`config.mk`:
```
export PLATFORM = sky130hd
export DESIGN_NAME = dtree_node_walker_flat
export DESIGN_NICKNAME = d
export VERILOG_FILES = /design/src/rtl/dtree_pkg.sv /design/src/rtl/dtree_node_walker_if.sv /design/src/rtl/dtree_node_cmp.sv /design/src/rtl/dtree_node_walker.sv /design/src/flat_wrapper.sv
export SDC_FILE = /design/constraint.sdc
export NUM_CORES = 2
export LEC_CHECK = 0
export CELL_PAD_IN_SITES_DETAIL_PLACEMENT = 1
export CELL_PAD_IN_SITES_GLOBAL_PLACEMENT = 1
export CORE_ASPECT_RATIO = 0.8
export CORE_MARGIN = 2
export CORE_UTILIZATION = 40
export CTS_CLUSTER_DIAMETER = 80
export DETAILED_ROUTE_END_ITERATION = 16
export PLACE_DENSITY_LB_ADDON = 0.15
export SYNTH_ARGS = -nofsm -noshare
export SYNTH_HDL_FRONTEND = slang
export SYNTH_HIERARCHICAL = 1
export SYNTH_SLANG_ARGS = --single-unit
export TNS_END_PERCENT = 20
```
`constraint.sdc`:
```
create_clock -name clk -period 12.05 [get_ports clk]
set_input_delay 1.205 -clock clk [delete_from_list [all_inputs] [get_ports clk]]
set_output_delay 1.205 -clock clk [all_outputs]
set_load 0.02 [all_outputs]
```
`src/rtl/dtree_pkg.sv`:
```
// Shared types and sizing for the decision-tree node walker.
package dtree_pkg;

  localparam int N_FEAT    = 16;
  localparam int FEAT_W    = 8;
  localparam int FIDX_W    = 4;
  localparam int CLASS_W   = 4;
  localparam int NODE_AW   = 6;
  localparam int MAX_STEPS = 16;

  localparam int STEP_W   = $clog2(MAX_STEPS);
  localparam int NODE_W   = 1 + FIDX_W + FEAT_W + NODE_AW;
  localparam int N_NODES  = 1 << NODE_AW;
  localparam int SAMPLE_W = N_FEAT * FEAT_W;

  // Field order matches the config word layout {is_leaf, fidx, thr, right}.
  typedef struct packed {
    logic               is_leaf;
    logic [FIDX_W-1:0]  fidx;
    logic [FEAT_W-1:0]  thr;
    logic [NODE_AW-1:0] right;
  } node_t;

  typedef enum logic [1:0] {
    IDLE,
    WALK,
    DONE
  } state_t;

  // Cleared table entry: a leaf that predicts class 0.
  localparam node_t LEAF0 = '{is_leaf: 1'b1, default: '0};

endpackage

```
`src/rtl/dtree_node_walker_if.sv`:
```
// Config, sample-in and class-out signals of the node walker.
interface dtree_node_walker_if;
  import dtree_pkg::*;

  logic                cfg_we;
  logic [NODE_AW-1:0]  cfg_addr;
  logic [NODE_W-1:0]   cfg_wdata;
  logic                cfg_busy;

  logic                in_valid;
  logic                in_ready;
  logic [SAMPLE_W-1:0] in_feat;

  logic                out_valid;
  logic                out_ready;
  logic [CLASS_W-1:0]  out_class;
  logic                out_err;

  modport master (
    output cfg_we, cfg_addr, cfg_wdata, in_valid, in_feat, out_ready,
    input  cfg_busy, in_ready, out_valid, out_class, out_err
  );

  modport slave (
    input  cfg_we, cfg_addr, cfg_wdata, in_valid, in_feat, out_ready,
    output cfg_busy, in_ready, out_valid, out_class, out_err
  );

endinterface

```
`src/rtl/dtree_node_cmp.sv`:
```
// Evaluates one tree node against the latched sample: picks the feature,
// does the unsigned "feature <= threshold" test and produces the next pointer.
module dtree_node_cmp
  import dtree_pkg::*;
(
  input  logic [SAMPLE_W-1:0] sample,
  input  node_t               node,
  input  logic [NODE_AW-1:0]  ptr,
  output logic                is_leaf,
  output logic [CLASS_W-1:0]  cls,
  output logic [NODE_AW-1:0]  next_ptr,
  output logic                bad_idx
);

  logic [FEAT_W-1:0] feats [N_FEAT];
  logic [FEAT_W-1:0] feat;

  assign is_leaf = node.is_leaf;
  assign cls     = node.thr[CLASS_W-1:0];
  assign bad_idx = !node.is_leaf && (int'(node.fidx) >= N_FEAT);

  // Unpack the flat sample vector into per-feature lanes.
  always_comb begin
    for (int k = 0; k < N_FEAT; k++) begin
      feats[k] = sample[k*FEAT_W +: FEAT_W];
    end
  end

  // Left child is the next preorder entry; wraps modulo table size.
  always_comb begin
    feat     = bad_idx ? '0 : feats[node.fidx];
    next_ptr = (feat <= node.thr) ? (ptr + NODE_AW'(1)) : node.right;
  end

endmodule

```
`src/rtl/dtree_node_walker.sv`:
```
// Sequential decision-tree engine: one node per cycle from a programmable
// table, one sample in flight, result held until the consumer takes it.
//
// state | meaning
// IDLE  | accepting a sample and config writes
// WALK  | visiting one node per cycle
// DONE  | result presented, waiting for out_ready
module dtree_node_walker
  import dtree_pkg::*;
(
  input  logic              clk,
  input  logic              rst_n,
  dtree_node_walker_if.slave bus
);

  localparam logic [STEP_W-1:0] LAST_STEP = STEP_W'(MAX_STEPS - 1);

  state_t              state_q, state_d;
  node_t               table_q [N_NODES];
  logic [SAMPLE_W-1:0] sample_q;
  logic [NODE_AW-1:0]  ptr_q;
  logic [STEP_W-1:0]   steps_q;
  logic [CLASS_W-1:0]  out_class_q;
  logic                out_err_q;
  logic                out_valid_q;

  node_t               cur_node;
  logic                is_leaf;
  logic                bad_idx;
  logic [CLASS_W-1:0]  cls;
  logic [NODE_AW-1:0]  next_ptr;
  logic                abort;

  assign cur_node = table_q[ptr_q];
  assign abort    = bad_idx || (steps_q == LAST_STEP);

  dtree_node_cmp u_cmp (
    .sample   (sample_q),
    .node     (cur_node),
    .ptr      (ptr_q),
    .is_leaf  (is_leaf),
    .cls      (cls),
    .next_ptr (next_ptr),
    .bad_idx  (bad_idx)
  );

  assign bus.in_ready  = (state_q == IDLE);
  assign bus.cfg_busy  = (state_q != IDLE);
  assign bus.out_valid = out_valid_q;
  assign bus.out_class = out_class_q;
  assign bus.out_err   = out_err_q;

  // State register.
  always_ff @(posedge clk or negedge rst_n) begin
    if (!rst_n) state_q <= IDLE;
    else        state_q <= state_d;
  end

  // Next-state logic.
  always_comb begin
    state_d = state_q;
    case (state_q)
      IDLE:    if (bus.in_valid) state_d = WALK;
      WALK:    if (is_leaf || abort) state_d = DONE;
      DONE:    if (out_valid_q && bus.out_ready) state_d = IDLE;
      default: state_d = IDLE;
    endcase
  end

  // Node table: writes land only while idle; reset returns every entry to leaf 0.
  always_ff @(posedge clk or negedge rst_n) begin
    if (!rst_n) begin
      for (int i = 0; i < N_NODES; i++) table_q[i] <= LEAF0;
    end else if (state_q == IDLE && bus.cfg_we) begin
      table_q[bus.cfg_addr] <= node_t'(bus.cfg_wdata);
    end
  end

  // Sample capture, walk pointer/step counter and result registers.
  always_ff @(posedge clk or negedge rst_n) begin
    if (!rst_n) begin
      sample_q    <= '0;
      ptr_q       <= '0;
      steps_q     <= '0;
      out_class_q <= '0;
      out_err_q   <= 1'b0;
    end else begin
      case (state_q)
        IDLE: begin
          if (bus.in_valid) begin
            sample_q <= bus.in_feat;
            ptr_q    <= '0;
            steps_q  <= '0;
          end
        end
        WALK: begin
          if (is_leaf) begin
            out_class_q <= cls;
            out_err_q   <= 1'b0;
          end else if (abort) begin
            out_class_q <= '0;
            out_err_q   <= 1'b1;
          end else begin
            ptr_q   <= next_ptr;
            steps_q <= steps_q + STEP_W'(1);
          end
        end
        default: ;
      endcase
    end
  end

  // out_valid trails entry into DONE by one cycle and drops on the handshake.
  always_ff @(posedge clk or negedge rst_n) begin
    if (!rst_n) out_valid_q <= 1'b0;
    else        out_valid_q <= (state_q == DONE) && !(out_valid_q && bus.out_ready);
  end

endmodule

```
`src/flat_wrapper.sv`:
```
// flat-port wrapper written by rule: the top's interface ports become plain ports
module dtree_node_walker_flat import dtree_pkg::*;
  (clk, rst_n, bus_cfg_we, bus_cfg_addr, bus_cfg_wdata, bus_in_valid, bus_in_feat, bus_out_ready, bus_cfg_busy, bus_in_ready, bus_out_valid, bus_out_class, bus_out_err);
  dtree_node_walker_if bus_i ();
  input  logic clk;
  input  logic rst_n;
  input wire logic [$bits(bus_i.cfg_we)-1:0] bus_cfg_we;
  input wire logic [$bits(bus_i.cfg_addr)-1:0] bus_cfg_addr;
  input wire logic [$bits(bus_i.cfg_wdata)-1:0] bus_cfg_wdata;
  input wire logic [$bits(bus_i.in_valid)-1:0] bus_in_valid;
  input wire logic [$bits(bus_i.in_feat)-1:0] bus_in_feat;
  input wire logic [$bits(bus_i.out_ready)-1:0] bus_out_ready;
  output wire logic [$bits(bus_i.cfg_busy)-1:0] bus_cfg_busy;
  output wire logic [$bits(bus_i.in_ready)-1:0] bus_in_ready;
  output wire logic [$bits(bus_i.out_valid)-1:0] bus_out_valid;
  output wire logic [$bits(bus_i.out_class)-1:0] bus_out_class;
  output wire logic [$bits(bus_i.out_err)-1:0] bus_out_err;
  assign bus_i.cfg_we = bus_cfg_we;
  assign bus_i.cfg_addr = bus_cfg_addr;
  assign bus_i.cfg_wdata = bus_cfg_wdata;
  assign bus_i.in_valid = bus_in_valid;
  assign bus_i.in_feat = bus_in_feat;
  assign bus_i.out_ready = bus_out_ready;
  assign bus_cfg_busy = bus_i.cfg_busy;
  assign bus_in_ready = bus_i.in_ready;
  assign bus_out_valid = bus_i.out_valid;
  assign bus_out_class = bus_i.out_class;
  assign bus_out_err = bus_i.out_err;
  dtree_node_walker u_core (.clk(clk), .rst_n(rst_n), .bus(bus_i));
endmodule
```
* Word level (Yosys, flattened, before mapping) *
Cells that the tools add are included.

word-level totals
  register bits = 1,362
  output and inout port bits = 8
  logic and storage cells = 321

cells by class
  add/sub/neg operators = 2
  order comparisons = 5
  eq/ne operators = 8
  muxes and demuxes = 26
  bitwise gates (word level) = 3
  reductions and logical operators = 14

operators with widths
  kind                                                                           count
  1216-bit bitwise mux                                                           1
  19-bit binary-select mux with 6-bit select                                     1
  19-bit demux with 6-bit select                                                 1
  19-bit 2-to-1 mux                                                              3
  8-bit binary-select mux with 4-bit select                                      1
  6-bit 2-to-1 mux                                                               4
  4-bit 2-to-1 mux                                                               5
  8-bit 2-to-1 mux                                                               2
  7-bit >= comparator (second input constant)                                    2
  6-bit NOT with 7-bit output                                                    2
  6-bit one-hot mux with 2 select lines                                          1
  8-bit less-or-equal comparator                                                 1
  4-bit one-hot mux with 2 select lines                                          1
  7-bit by 1-bit less-than comparator with 1-bit output (second input constant)  1
  6-bit by 1-bit adder with 6-bit output (second input constant)                 1
  2-bit 2-to-1 mux                                                               3
  2-bit != test (second input constant)                                          3
  2-bit one-hot mux with 3 select lines                                          1
  2-bit nonzero test                                                             3
  5-bit >= comparator (second input constant)                                    1
  4-bit NOT with 5-bit output                                                    1
  4-bit by 1-bit adder with 4-bit output (second input constant)                 1
  4-bit equality test (second input constant)                                    1
  1-bit logical AND                                                              4
  10 further kinds                                                               13

* Depth between registers and ports, before layout *
  word-level depth = 13
  depth in mapped cells = 21

* Modules after synthesis *
The synthesis kept the hierarchy.

by module, submodules not included
  module             times used  cells each  area each (um^2)
  dtree_node_walker  1           4,163       60,915.9
  dtree_node_cmp     1           100         1,451.4

* Worst setup path before layout *
OpenSTA, ideal clock, no wires.

  path kind = reg2reg
  start = register u_core.ptr_q[2]
  end = register u_core.ptr_q[1]
  arrival time = 4.592 ns
  data required time = 11.933 ns
  path slack = 7.341 ns
  cell stages (with the launch flop) = 20
  period minus slack after synthesis = 4.709 ns
  path through = dfrtp_1 buf_2 clkbuf_1 buf_1 mux4_2 a221oi_1 o21ai_0 and4_1 buf_6 buf_6 mux4_1 mux4_2 ha_1 nor2b_1 o211ai_1 a21oi_1 o22ai_2 mux2_2 nand2_1 nand2_1

RTL lines
  what                    line                      RTL
  from (decl)             dtree_node_walker.sv:21   logic [NODE_AW-1:0] ptr_q;
  from (signal assigned)  dtree_node_walker.sv:104  ptr_q <= next_ptr;

==> results.yml <==
timing:
  holdWs_ns: 0.374
  fin_tns_setup_ns: 0
  period_minus_slack_ns: 6.94
  max_slew_margin_pct: 13.8
  finalHoldViolCount: 0
  setup_viol: 0
  tightest_slew_ns: 1.28
  report.final.slew_viol_count: 0
  min_period_over_period_pct: 57.6
  rsz0062_at_grt: "false"
  fmax_ghz: 0.144
  finClkSkew_ns: 0.0214
global_routing:
  grt_max_degree: 168
  grt_antenna_before_repair: 10
  grt_pass1_wl_um: 278000
  grt_usage_pct: 23.8
  gr-total-overflow: 0
  grt_pass1_vias: 38900
power:
  ir_drop_v: 0.000157
  p_leak_uw: 0.0330
  power_uw: 14600
  p_per_area_nw_per_um2: 206
die:
  core-area_um2: 155000
  die_width_um: 445
  start_util_pct: 40.3
  die_h_um: 357
  die_area_um2: 159000
  rows: 129
  io_pins: 166
worst_setup_path:
  crit_path_end_kind: "flip-flop"
  cp-startpoint: "u_core/ptr_q[2]$_DFFE_PN0P_"
  crit_type: "reg2reg"
  worstPathMaxFanout: 90
  r2r_start: "u_core/ptr_q[2]$_DFFE_PN0P_"
  cp.required_ns: 12.72
  crit_arrival_ns: 7.61
  startpoint_type: "flip-flop"
clocking:
  numCtsBuffers: 148
  path_clk_slew_ns: 0.06
  clock-root-buffer: "clkbuf_16"
  numClockSinks: 1362
  cts.path.max_buffers: 3
  post_cts_resized: 0
  cts_setup_buffers: 0
  cts_tree: "built"
  cts_hold_buf: 0
  clkLatencyLatePin_ns: 0.79
  h-tree-depth: 4
run:
  drv_cap: 0
drt:
  route.vias.total: 36900
  post_drt_wl_per_cell_um: 28.9
  drt_iter0_drc: 2666
  drt_pass1_iterations: 5
  post-route-drc-count: 0
  final_antenna_net_count: 0
  vias_per_cell: 5.70
  wl_um: 187000
synthesis:
  ys_warn_count: 6
  synth_flop_cell: "dfrtp_1"
  syn_area_per_cell_um2: 14.6
  synthArstFlopShare_pct: 100
  synth_seq_cells: 1362
  synth_area_leader_cell: "dfrtp_1"
  yosys.area.top_type_share_pct: 52.1
  synth.distinct_cells: 58
  ys_seq_area_share_pct: 54.8
  synthTopCellsByArea: "dfrtp_1, mux2_2, mux4_2"
  synth_edf_count: 0
  synth.net_count: 4431
  synth_area_um2: 62400
  ys_top_cells_by_count: "dfrtp_1, mux2_2, nand2_1"
  syn_inst: 4263
  yosysMostFrequentCell: "dfrtp_1"
finish:
  syn2layout_area_growth_pct: 13.6
  fin_nets: 4489
  n_fill_cell: 15100
  drive_above_1_share_pct: 45.7
status:
  outcome: "finished clean"
placed_design:
  place_congestion: 0.810
  io_buffers: 165
  dpl.hpwl_um: 114000
worst_hold_path:
  hold_class: "in2async"
registers in the layout, indices dropped and copies added (netlist names):
name                  cells
u_core/steps_q            4
u_core/ptr_q              6
u_core/table_q         1216
u_core/bus.out_class      4
u_core/bus.out_err        1
u_core/state_q            2
u_core/sample_q         128
u_core/bus.out_valid      1
routing by layer:
metal	GRT usage [%]	routed length, um	part of all wire [%]
met5	0	13	0.0070
met4	5.47	3840	2.1
met3	3.73	9080	4.9
met2	34.5	80800	43
met1	37.2	93200	50
path summary, 6_finish.rpt:
path	to	slack [ns]	cells after the start
min in group clk	u_core/sample_q[95]$_DFFE_PN0P_	0.47	2
worst min-delay path	u_core/table_q[592]$_DFFE_PN0P_	0.37	1
worst min register to register	u_core/sample_q[95]$_DFFE_PN0P_	0.47	2
worst max register to register	u_core/ptr_q[2]$_DFFE_PN0P_	5.11	15
worst max-delay path	u_core/ptr_q[2]$_DFFE_PN0P_	5.11	15
max in group asynchronous	u_core/table_q[809]$_DFFE_PN0P_	8.81	4
final cells by class:
type	count	area, um2	share of cell area, %
inverters	12	45.0	0.0636
repair buffers	277	2510	3.55
flip-flops and latches	1362	34200	48.2
well taps	2030	2540	3.59
clock inverters	39	508	0.717
diodes	6	15.0	0.0212
multi-input cells	2520	26600	37.5
clock buffers	232	4450	6.28
placed cells by master (no fill, tap or decap), types with 6 or more instances in the layout:
cell	netlist	layout
buf_12	1	8
a31oi_1	8	8
nor4_1	8	6
buf_4	21	104
a21oi_1	32	32
o2111ai_1	11	11
clkinv_2	0	18
diode_2	0	6
nor2_1	31	31
ha_1	10	10
buf_2	78	19
nand3_1	28	28
clkdlybuf4s50_1	0	145
o22ai_1	19	19
mux2i_1	89	89
mux2_2	1273	1273
nand2_1	533	531
mux4_1	25	25
nand2b_1	7	7
and4_1	11	9
a221oi_1	11	11
nor2_2	10	6
bufinv_16	0	9
inv_1	12	12
dfstp_2	64	64
clkbuf_16	0	153
a211oi_1	12	12
clkbuf_1	227	47
dfrtp_1	1298	1294
a311oi_1	9	9
a22oi_1	8	8
mux4_2	292	292
clkbuf_8	0	32
nand2_4	6	7
o21ai_0	32	32
power breakdown:
part | internal [uW] | switching (uW) | leakage, uW
Sequential | 5490 | 549 | 0.0182
Clock | 2730 | 1930 | 0.00243
Combinational | 1800 | 2080 | 0.0124
Total | 10000 | 4550 | 0.0330
metrics by stage:
step,cells,utilization [%],cell area [um2],setup slack [ns]
2_1_floorplan,4263,-,62400,7.34
3_3_place_gp,6201,42.6,65900,5.28
3_5_place_dp,6201,42.6,65900,5.17
4_1_cts,6472,45.8,70800,5.17
5_1_grt,6472,45.8,70800,4.86
6_report,6478,45.8,70800,5.11
worst max-delay path, cell delays in order (launching register included):
cell	delay [ns]
dfrtp_4	0.78
buf_4	0.72
buf_12	0.46
mux4_2	0.34
mux2i_1	0.12
o2111ai_1	0.22
and4_2	0.99
mux4_1	0.67
mux4_2	0.53
ha_1	0.34
a21oi_1	0.17
o21ai_0	0.14
o22ai_2	0.42
mux2_2	0.40
nand2_1	0.06
nand2_1	0.05
logic make-up after synthesis:
family          count (synthesis)  share of synthesized area (%)
flops                        1362                           54.8
xor+xnor                        6                         0.0843
buf+inv                       381                           2.70
other cells                     1                        0.00601
compound gates                149                           1.56
mux                          1680                           36.0
simple gates                  674                           4.64
fa+ha+maj                      10                          0.201
Note: power is estimated with default switching activity, not from simulation.
